### config.mk
export PLATFORM = sky130hd
export DESIGN_NAME = aes256_byte_collector_flat
export DESIGN_NICKNAME = d
export VERILOG_FILES = /design/src/rtl/aes256_byte_collector_if.sv /design/src/rtl/aes256_byte_collector.sv /design/src/flat_wrapper.sv
export SDC_FILE = /design/constraint.sdc
export NUM_CORES = 1
export LEC_CHECK = 0
export ABC_AREA = 1
export BUFFER_PORTS_ARGS = -buffer_cell sky130_fd_sc_hd__buf_4
export CAP_MARGIN = 25
export CORE_AREA = 2 2 122 124
export DETAILED_ROUTE_END_ITERATION = 12
export DIE_AREA = 0 0 124 126
export PLACE_DENSITY_LB_ADDON = 0.05
export SLEW_MARGIN = 10
export SYNTH_ARGS = -nofsm -noshare
export SYNTH_HDL_FRONTEND = slang
export SYNTH_SLANG_ARGS = --single-unit
### constraint.sdc
create_clock -name clk -period 1.3 [get_ports clk]
set_input_delay 0.065 -clock clk [delete_from_list [all_inputs] [get_ports clk]]
set_output_delay 0.065 -clock clk [all_outputs]
set_load 0.01 [all_outputs]
### src/rtl/aes256_byte_collector_if.sv
// Handshake and data bundle between the byte collector, its upstream loader and the block consumer.
// The collector uses the slave modport; the environment driving it uses master.
interface aes256_byte_collector_if #(
  parameter int unsigned NUM_BYTES = 16
);
  localparam int unsigned CntW = $clog2(NUM_BYTES + 1);

  logic                     pi_key_ready;
  logic                     pi_start;
  logic                     po_next_val_req;
  logic                     pi_next_val_ready;
  logic [7:0]               pi_data;
  logic [NUM_BYTES*8-1:0]   po_block;
  logic                     po_block_valid;
  logic                     pi_block_ack;
  logic                     po_busy;
  logic [CntW-1:0]          po_byte_cnt;
  logic                     po_error;

  modport master (
    output pi_key_ready, pi_start, pi_next_val_ready, pi_data, pi_block_ack,
    input  po_next_val_req, po_block, po_block_valid, po_busy, po_byte_cnt, po_error
  );

  modport slave (
    input  pi_key_ready, pi_start, pi_next_val_ready, pi_data, pi_block_ack,
    output po_next_val_req, po_block, po_block_valid, po_busy, po_byte_cnt, po_error
  );
endinterface

### src/rtl/aes256_byte_collector.sv
// Requests bytes one at a time from an upstream loader and assembles them MSB-first into a block,
// holding the block until acknowledged; a per-byte wait timeout latches a sticky error.
module aes256_byte_collector #(
  parameter int unsigned NUM_BYTES = 16,
  parameter int unsigned TIMEOUT   = 64
) (
  input logic                    clk,
  input logic                    rst,
  aes256_byte_collector_if.slave bus
);
  localparam int unsigned CntW   = $clog2(NUM_BYTES + 1);
  localparam int unsigned TimerW = $clog2(TIMEOUT);
  localparam int unsigned BlockW = NUM_BYTES * 8;

  typedef enum logic [2:0] {StIdle, StReq, StWait, StHold, StErr} state_e;

  state_e              state_q;
  logic [TimerW-1:0]   timer_q;
  logic [BlockW-1:0]   block_q;
  logic [CntW-1:0]     cnt_q;
  logic                req_q;
  logic                busy_q;
  logic                valid_q;
  logic                error_q;

  // All outputs are flops set alongside the state they belong to, so no input reaches them
  // combinationally. req/busy/valid default low and are re-asserted on entry to or stay in
  // the states that own them.
  always_ff @(posedge clk) begin
    if (rst) begin
      state_q <= StIdle;
      timer_q <= '0;
      block_q <= '0;
      cnt_q   <= '0;
      req_q   <= 1'b0;
      busy_q  <= 1'b0;
      valid_q <= 1'b0;
      error_q <= 1'b0;
    end else begin
      req_q   <= 1'b0;
      busy_q  <= 1'b0;
      valid_q <= 1'b0;
      unique case (state_q)
        StIdle: begin
          if (bus.pi_start && bus.pi_key_ready) begin
            state_q <= StReq;
            cnt_q   <= '0;
            req_q   <= 1'b1;
            busy_q  <= 1'b1;
          end
        end
        StReq: begin
          if (!bus.pi_key_ready) begin
            state_q <= StIdle;
            cnt_q   <= '0;
            block_q <= '0;
          end else begin
            state_q <= StWait;
            timer_q <= '0;
            busy_q  <= 1'b1;
          end
        end
        StWait: begin
          if (!bus.pi_key_ready) begin
            state_q <= StIdle;
            cnt_q   <= '0;
            block_q <= '0;
          end else if (bus.pi_next_val_ready) begin
            // A strobe on the final timer cycle still wins over the timeout.
            block_q <= {block_q[BlockW-9:0], bus.pi_data};
            cnt_q   <= cnt_q + 1'b1;
            if (cnt_q == CntW'(NUM_BYTES - 1)) begin
              state_q <= StHold;
              valid_q <= 1'b1;
            end else begin
              state_q <= StReq;
              req_q   <= 1'b1;
              busy_q  <= 1'b1;
            end
          end else if (timer_q == TimerW'(TIMEOUT - 1)) begin
            state_q <= StErr;
            error_q <= 1'b1;
          end else begin
            timer_q <= timer_q + 1'b1;
            busy_q  <= 1'b1;
          end
        end
        StHold: begin
          if (bus.pi_block_ack) begin
            if (bus.pi_start && bus.pi_key_ready) begin
              state_q <= StReq;
              cnt_q   <= '0;
              req_q   <= 1'b1;
              busy_q  <= 1'b1;
            end else begin
              state_q <= StIdle;
            end
          end else begin
            valid_q <= 1'b1;
          end
        end
        StErr: begin
          if (bus.pi_start) begin
            state_q <= StIdle;
            error_q <= 1'b0;
            cnt_q   <= '0;
            block_q <= '0;
          end
        end
        default: state_q <= StIdle;
      endcase
    end
  end

  assign bus.po_next_val_req = req_q;
  assign bus.po_block        = block_q;
  assign bus.po_block_valid  = valid_q;
  assign bus.po_busy         = busy_q;
  assign bus.po_byte_cnt     = cnt_q;
  assign bus.po_error        = error_q;
endmodule

### src/flat_wrapper.sv
// flat-port wrapper written by rule: the top's interface ports become plain ports
module aes256_byte_collector_flat 
#(
  parameter int unsigned NUM_BYTES = 16,
  parameter int unsigned TIMEOUT   = 64
)
  (clk, rst, bus_pi_key_ready, bus_pi_start, bus_pi_next_val_ready, bus_pi_data, bus_pi_block_ack, bus_po_next_val_req, bus_po_block, bus_po_block_valid, bus_po_busy, bus_po_byte_cnt, bus_po_error);
  aes256_byte_collector_if #(.NUM_BYTES(NUM_BYTES)) bus_i ();
  input logic clk;
  input logic rst;
  input wire logic [$bits(bus_i.pi_key_ready)-1:0] bus_pi_key_ready;
  input wire logic [$bits(bus_i.pi_start)-1:0] bus_pi_start;
  input wire logic [$bits(bus_i.pi_next_val_ready)-1:0] bus_pi_next_val_ready;
  input wire logic [$bits(bus_i.pi_data)-1:0] bus_pi_data;
  input wire logic [$bits(bus_i.pi_block_ack)-1:0] bus_pi_block_ack;
  output wire logic [$bits(bus_i.po_next_val_req)-1:0] bus_po_next_val_req;
  output wire logic [$bits(bus_i.po_block)-1:0] bus_po_block;
  output wire logic [$bits(bus_i.po_block_valid)-1:0] bus_po_block_valid;
  output wire logic [$bits(bus_i.po_busy)-1:0] bus_po_busy;
  output wire logic [$bits(bus_i.po_byte_cnt)-1:0] bus_po_byte_cnt;
  output wire logic [$bits(bus_i.po_error)-1:0] bus_po_error;
  assign bus_i.pi_key_ready = bus_pi_key_ready;
  assign bus_i.pi_start = bus_pi_start;
  assign bus_i.pi_next_val_ready = bus_pi_next_val_ready;
  assign bus_i.pi_data = bus_pi_data;
  assign bus_i.pi_block_ack = bus_pi_block_ack;
  assign bus_po_next_val_req = bus_i.po_next_val_req;
  assign bus_po_block = bus_i.po_block;
  assign bus_po_block_valid = bus_i.po_block_valid;
  assign bus_po_busy = bus_i.po_busy;
  assign bus_po_byte_cnt = bus_i.po_byte_cnt;
  assign bus_po_error = bus_i.po_error;
  aes256_byte_collector #(.NUM_BYTES(NUM_BYTES), .TIMEOUT(TIMEOUT)) u_core (.clk(clk), .rst(rst), .bus(bus_i));
endmodule
==> reports/results.tsv <==
metric	value	unit
max-cap-violations	0	
post-synth-top-area-fraction	42.6	%
critical_path_peak_fanout	25	
final_min_period_over_clock_period	117	%
critPathCaptureType	flop	
fill_cells	1320	
area_delta_synth_final	41.3	%
core	0.0143	mm2
worstPathRequired	1.62	ns
start_kind	flop	
routed_via_density	4.47	
die_w	124	um
rr_worst_depth	9	
hold_violations	0	
start_util	47.9	%
post_route_drc	0	
r2r_setup_slack	-0.22	ns
numPlacedInstances	1465	
final_antenna_net_count	0	
cts-buffers-inserted	17	
postLayoutSetupSlackWorst	-0.220	ns
first_global_vias	5953	
synth.distinct_cells	24	
cts_tree	done	
crit_path_end	u_core.bus.po_block[75]	
largest_family_of_logic_cells_by_synthesized_area	simple AND/OR/NAND/NOR gates	
cp-startpoint	u_core.state_q[2]	
hp-class	primary input to flop	
synth-compound-area-share	1.86	%
drv_slew	0	
multiplexer_area_fraction_after_synthesis	0	%
final_net_count	1335	
syn_area_per_cell	6.08	um2
synth_seq_area_share	42.6	%
h-tree-depth	4	
hpwlAfterDp	11700	um
clk_latency	0.42	ns
most_area_consuming_cells_after_synthesis	dfxtp_1, nor2_1, nand2_1, inv_1, buf_2	
unrepaired_setup_endpoints_after_global_routing	true	
yosys_most_used_dff	dfxtp_1	
final_setup_violation_count	144	
peakVddDrop	0.00107	V
numPortBuffers	150	
timing_worst_slew_pin_value	0.220	ns
drt-initial-drc-count	389	
synth_async_sr_flop_share	0	%
cts.sinks	146	
pin_count	151	
grt_antenna_before_repair	0	
power.static_leakage	5.19	nW
synth-adder-area-share	0.548	%
number_of_synthesized_register_bits	146	
max_slew_margin	85.2	%
clockBufferDepth	2	
netlist_area	0.00686	mm2
synthesis.instances	1127	
route.final.wire_length	17600	um
clkTransAtPathRegs	0.06	ns
gpl.final_weighted_congestion	0.907	
global_route_wire_length_before_repair	28400	um
synth_top_cell_by_area	dfxtp_1	
achievable-frequency	0.658	GHz
area.sequential	0.00294	mm2
detailroute.via_count	6772	
grt_max_degree	40	
syn_nets	1144	
instances_no_fill	1515	
cellPowerDensity	1890	mW/mm2
synth-xor-area-share	0	%
worstReg2RegEnd	u_core.bus.po_block[75]	
yosys_warnings	0	
arrival	1.84	ns
global_route.overflow_total	0	
reg2reg_from	u_core.state_q[2]	
wire_per_inst	11.6	um
die_area	0.0156	mm2
timing_worst_setup_path_type	flop to flop	
status	finished, violations left	
core.rowCount	44	
fin_crit	1.52	ns
setup_total_negative_slack	-23.46	ns
grt_usage	22.7	%
antennaDiodeCount	0	
floorplan.die.height	126	um
first_pass_iters	5	
layout-drive-gt1-share	26.6	%
root_buffer_selected_by_cts	clkbuf_16	
worst_clock_skew	0.00904	ns
synth_enable_flop_cells	0	
failed_checks	negative setup slack	
yosys.area_share.simple	42.0	%
area_of_the_multi_input_gates	0.00332	mm2
-- layout make-up --
cell class / instances / share of cell area, %
multi-input cells: 775 / 34.3
flip-flops and latches: 146 / 30.3
well taps: 184 / 2.38
repair buffers: 230 / 20.6
clock buffers: 19 / 4.68
clock inverters: 13 / 1.87
inverters: 148 / 5.92
-- kinds of logic (layout without fill, tap and decap cells) --
family | after synthesis | count (layout)
AOI/OAI and AO/OA | 25 | 25
adders and majority gates | 3 | 3
buffers and inverters | 206 | 410
DFF | 146 | 146
and+or+nand+nor | 747 | 747
-- metrics by stage --
| stage | cell area [um2] | setup slack [ns] | hold slack [ns] | power [mW] | utilization (%) |
|---|---|---|---|---|---|
| after floorplan | 6950 | -0.0232 | 0.127 | 10.1 | - |
| after global placement | 8610 | -0.234 | 0.313 | 12.7 | 60.1 |
| after detailed placement | 8610 | -0.197 | 0.313 | 12.7 | 60.1 |
| after CTS | 9410 | -0.191 | 0.000768 | 18.1 | 65.8 |
| after global routing | 9690 | -0.297 | 0.0343 | 19.7 | 67.7 |
| final | 9690 | -0.220 | 0.0152 | 18.3 | 67.7 |
-- routing by layer --
layer	track usage, %	share of wire, %	vias to the layer above
met2	34.8	46	137
met3	5.93	5.0	21
met1	31.5	48	2955
li1	-	-	3659
met5	0	0	-
met4	6.41	1.3	0
-- what timing repair did --
action                                 4_1_cts  5_1_grt
hold buffers                                 2        0
setup buffers                                8        6
resized for setup                           33       67
pin swaps                                    6        7
endpoints found under the hold margin        7        0
setup endpoints to repair                  145      145
cloned                                       0        2
-- critical path, cell delays in order, from the launching register on --
cell     delay (ns)
dfxtp_4        0.37
inv_4          0.08
nand4_1        0.15
buf_4          0.19
nand4_4        0.09
buf_12         0.18
buf_12         0.17
nand2_1        0.07
nand2_1        0.06
nor2_1         0.04
-- cells in the mapped netlist, types with 2 or more instances --
| library cell | instances |
|---|---|
| nand4_1 | 4 |
| clkbuf_1 | 18 |
| nand2_1 | 301 |
| ha_1 | 3 |
| nor2_2 | 2 |
| dfxtp_1 | 146 |
| a21oi_1 | 17 |
| inv_2 | 4 |
| o21ai_0 | 7 |
| buf_6 | 10 |
| nor2_1 | 416 |
| buf_2 | 28 |
| nand3_1 | 17 |
| inv_1 | 144 |
-- state kept, by name (all words and copies together), names as in the netlist --
name                        count
u_core.bus.po_busy              1
u_core.bus.po_error             1
u_core.bus.po_block           128
u_core.state_q                  3
u_core.bus.po_block_valid       1
u_core.bus.po_next_val_req      1
u_core.bus.po_byte_cnt          5
u_core.timer_q                  6
-- cell usage in the layout (no fill, tap or decap), types with 2 or more instances in the layout --
cell and count:
a21oi_1 12, a21oi_2 5, buf_12 17, buf_4 201, buf_6 9, bufinv_16 4, clkbuf_16 18, clkbuf_8 2
clkinv_2 4, clkinvlp_4 2, dfxtp_1 139, dfxtp_2 5, dfxtp_4 2, dlygate4sd3_1 2, inv_1 141, inv_4 5
inv_6 3, nand2_1 278, nand2_2 21, nand2_4 2, nand3_1 9, nand3_2 7, nand3_4 2, nand4_1 4
nor2_1 383, nor2_2 33, nor2_4 3, o21ai_0 3, o21ai_1 3
-- report_power, final --
| part | internal [mW] | switching [mW] |
|---|---|---|
| clock | 3.31 | 1.95 |
| combinational | 3.13 | 3.83 |
| sequential | 5.50 | 0.603 |
| total | 11.9 | 6.39 |
-- worst min-delay path by stage --
stage / from / end / slack [ns] / cells past startpoint
floorplan: rst / u_core.state_q[1] / 0.13 / 1
global placement: rst / u_core.state_q[1] / 0.31 / 2
detailed placement: rst / u_core.state_q[0] / 0.31 / 2
CTS: bus_pi_data[7] / u_core.bus.po_block[7] / 0.0008 / 5
global route: bus_pi_data[2] / u_core.bus.po_block[2] / 0.03 / 5
finish: bus_pi_data[7] / u_core.bus.po_block[7] / 0.02 / 5
No activity file was read; power rests on OpenSTA's default activity.
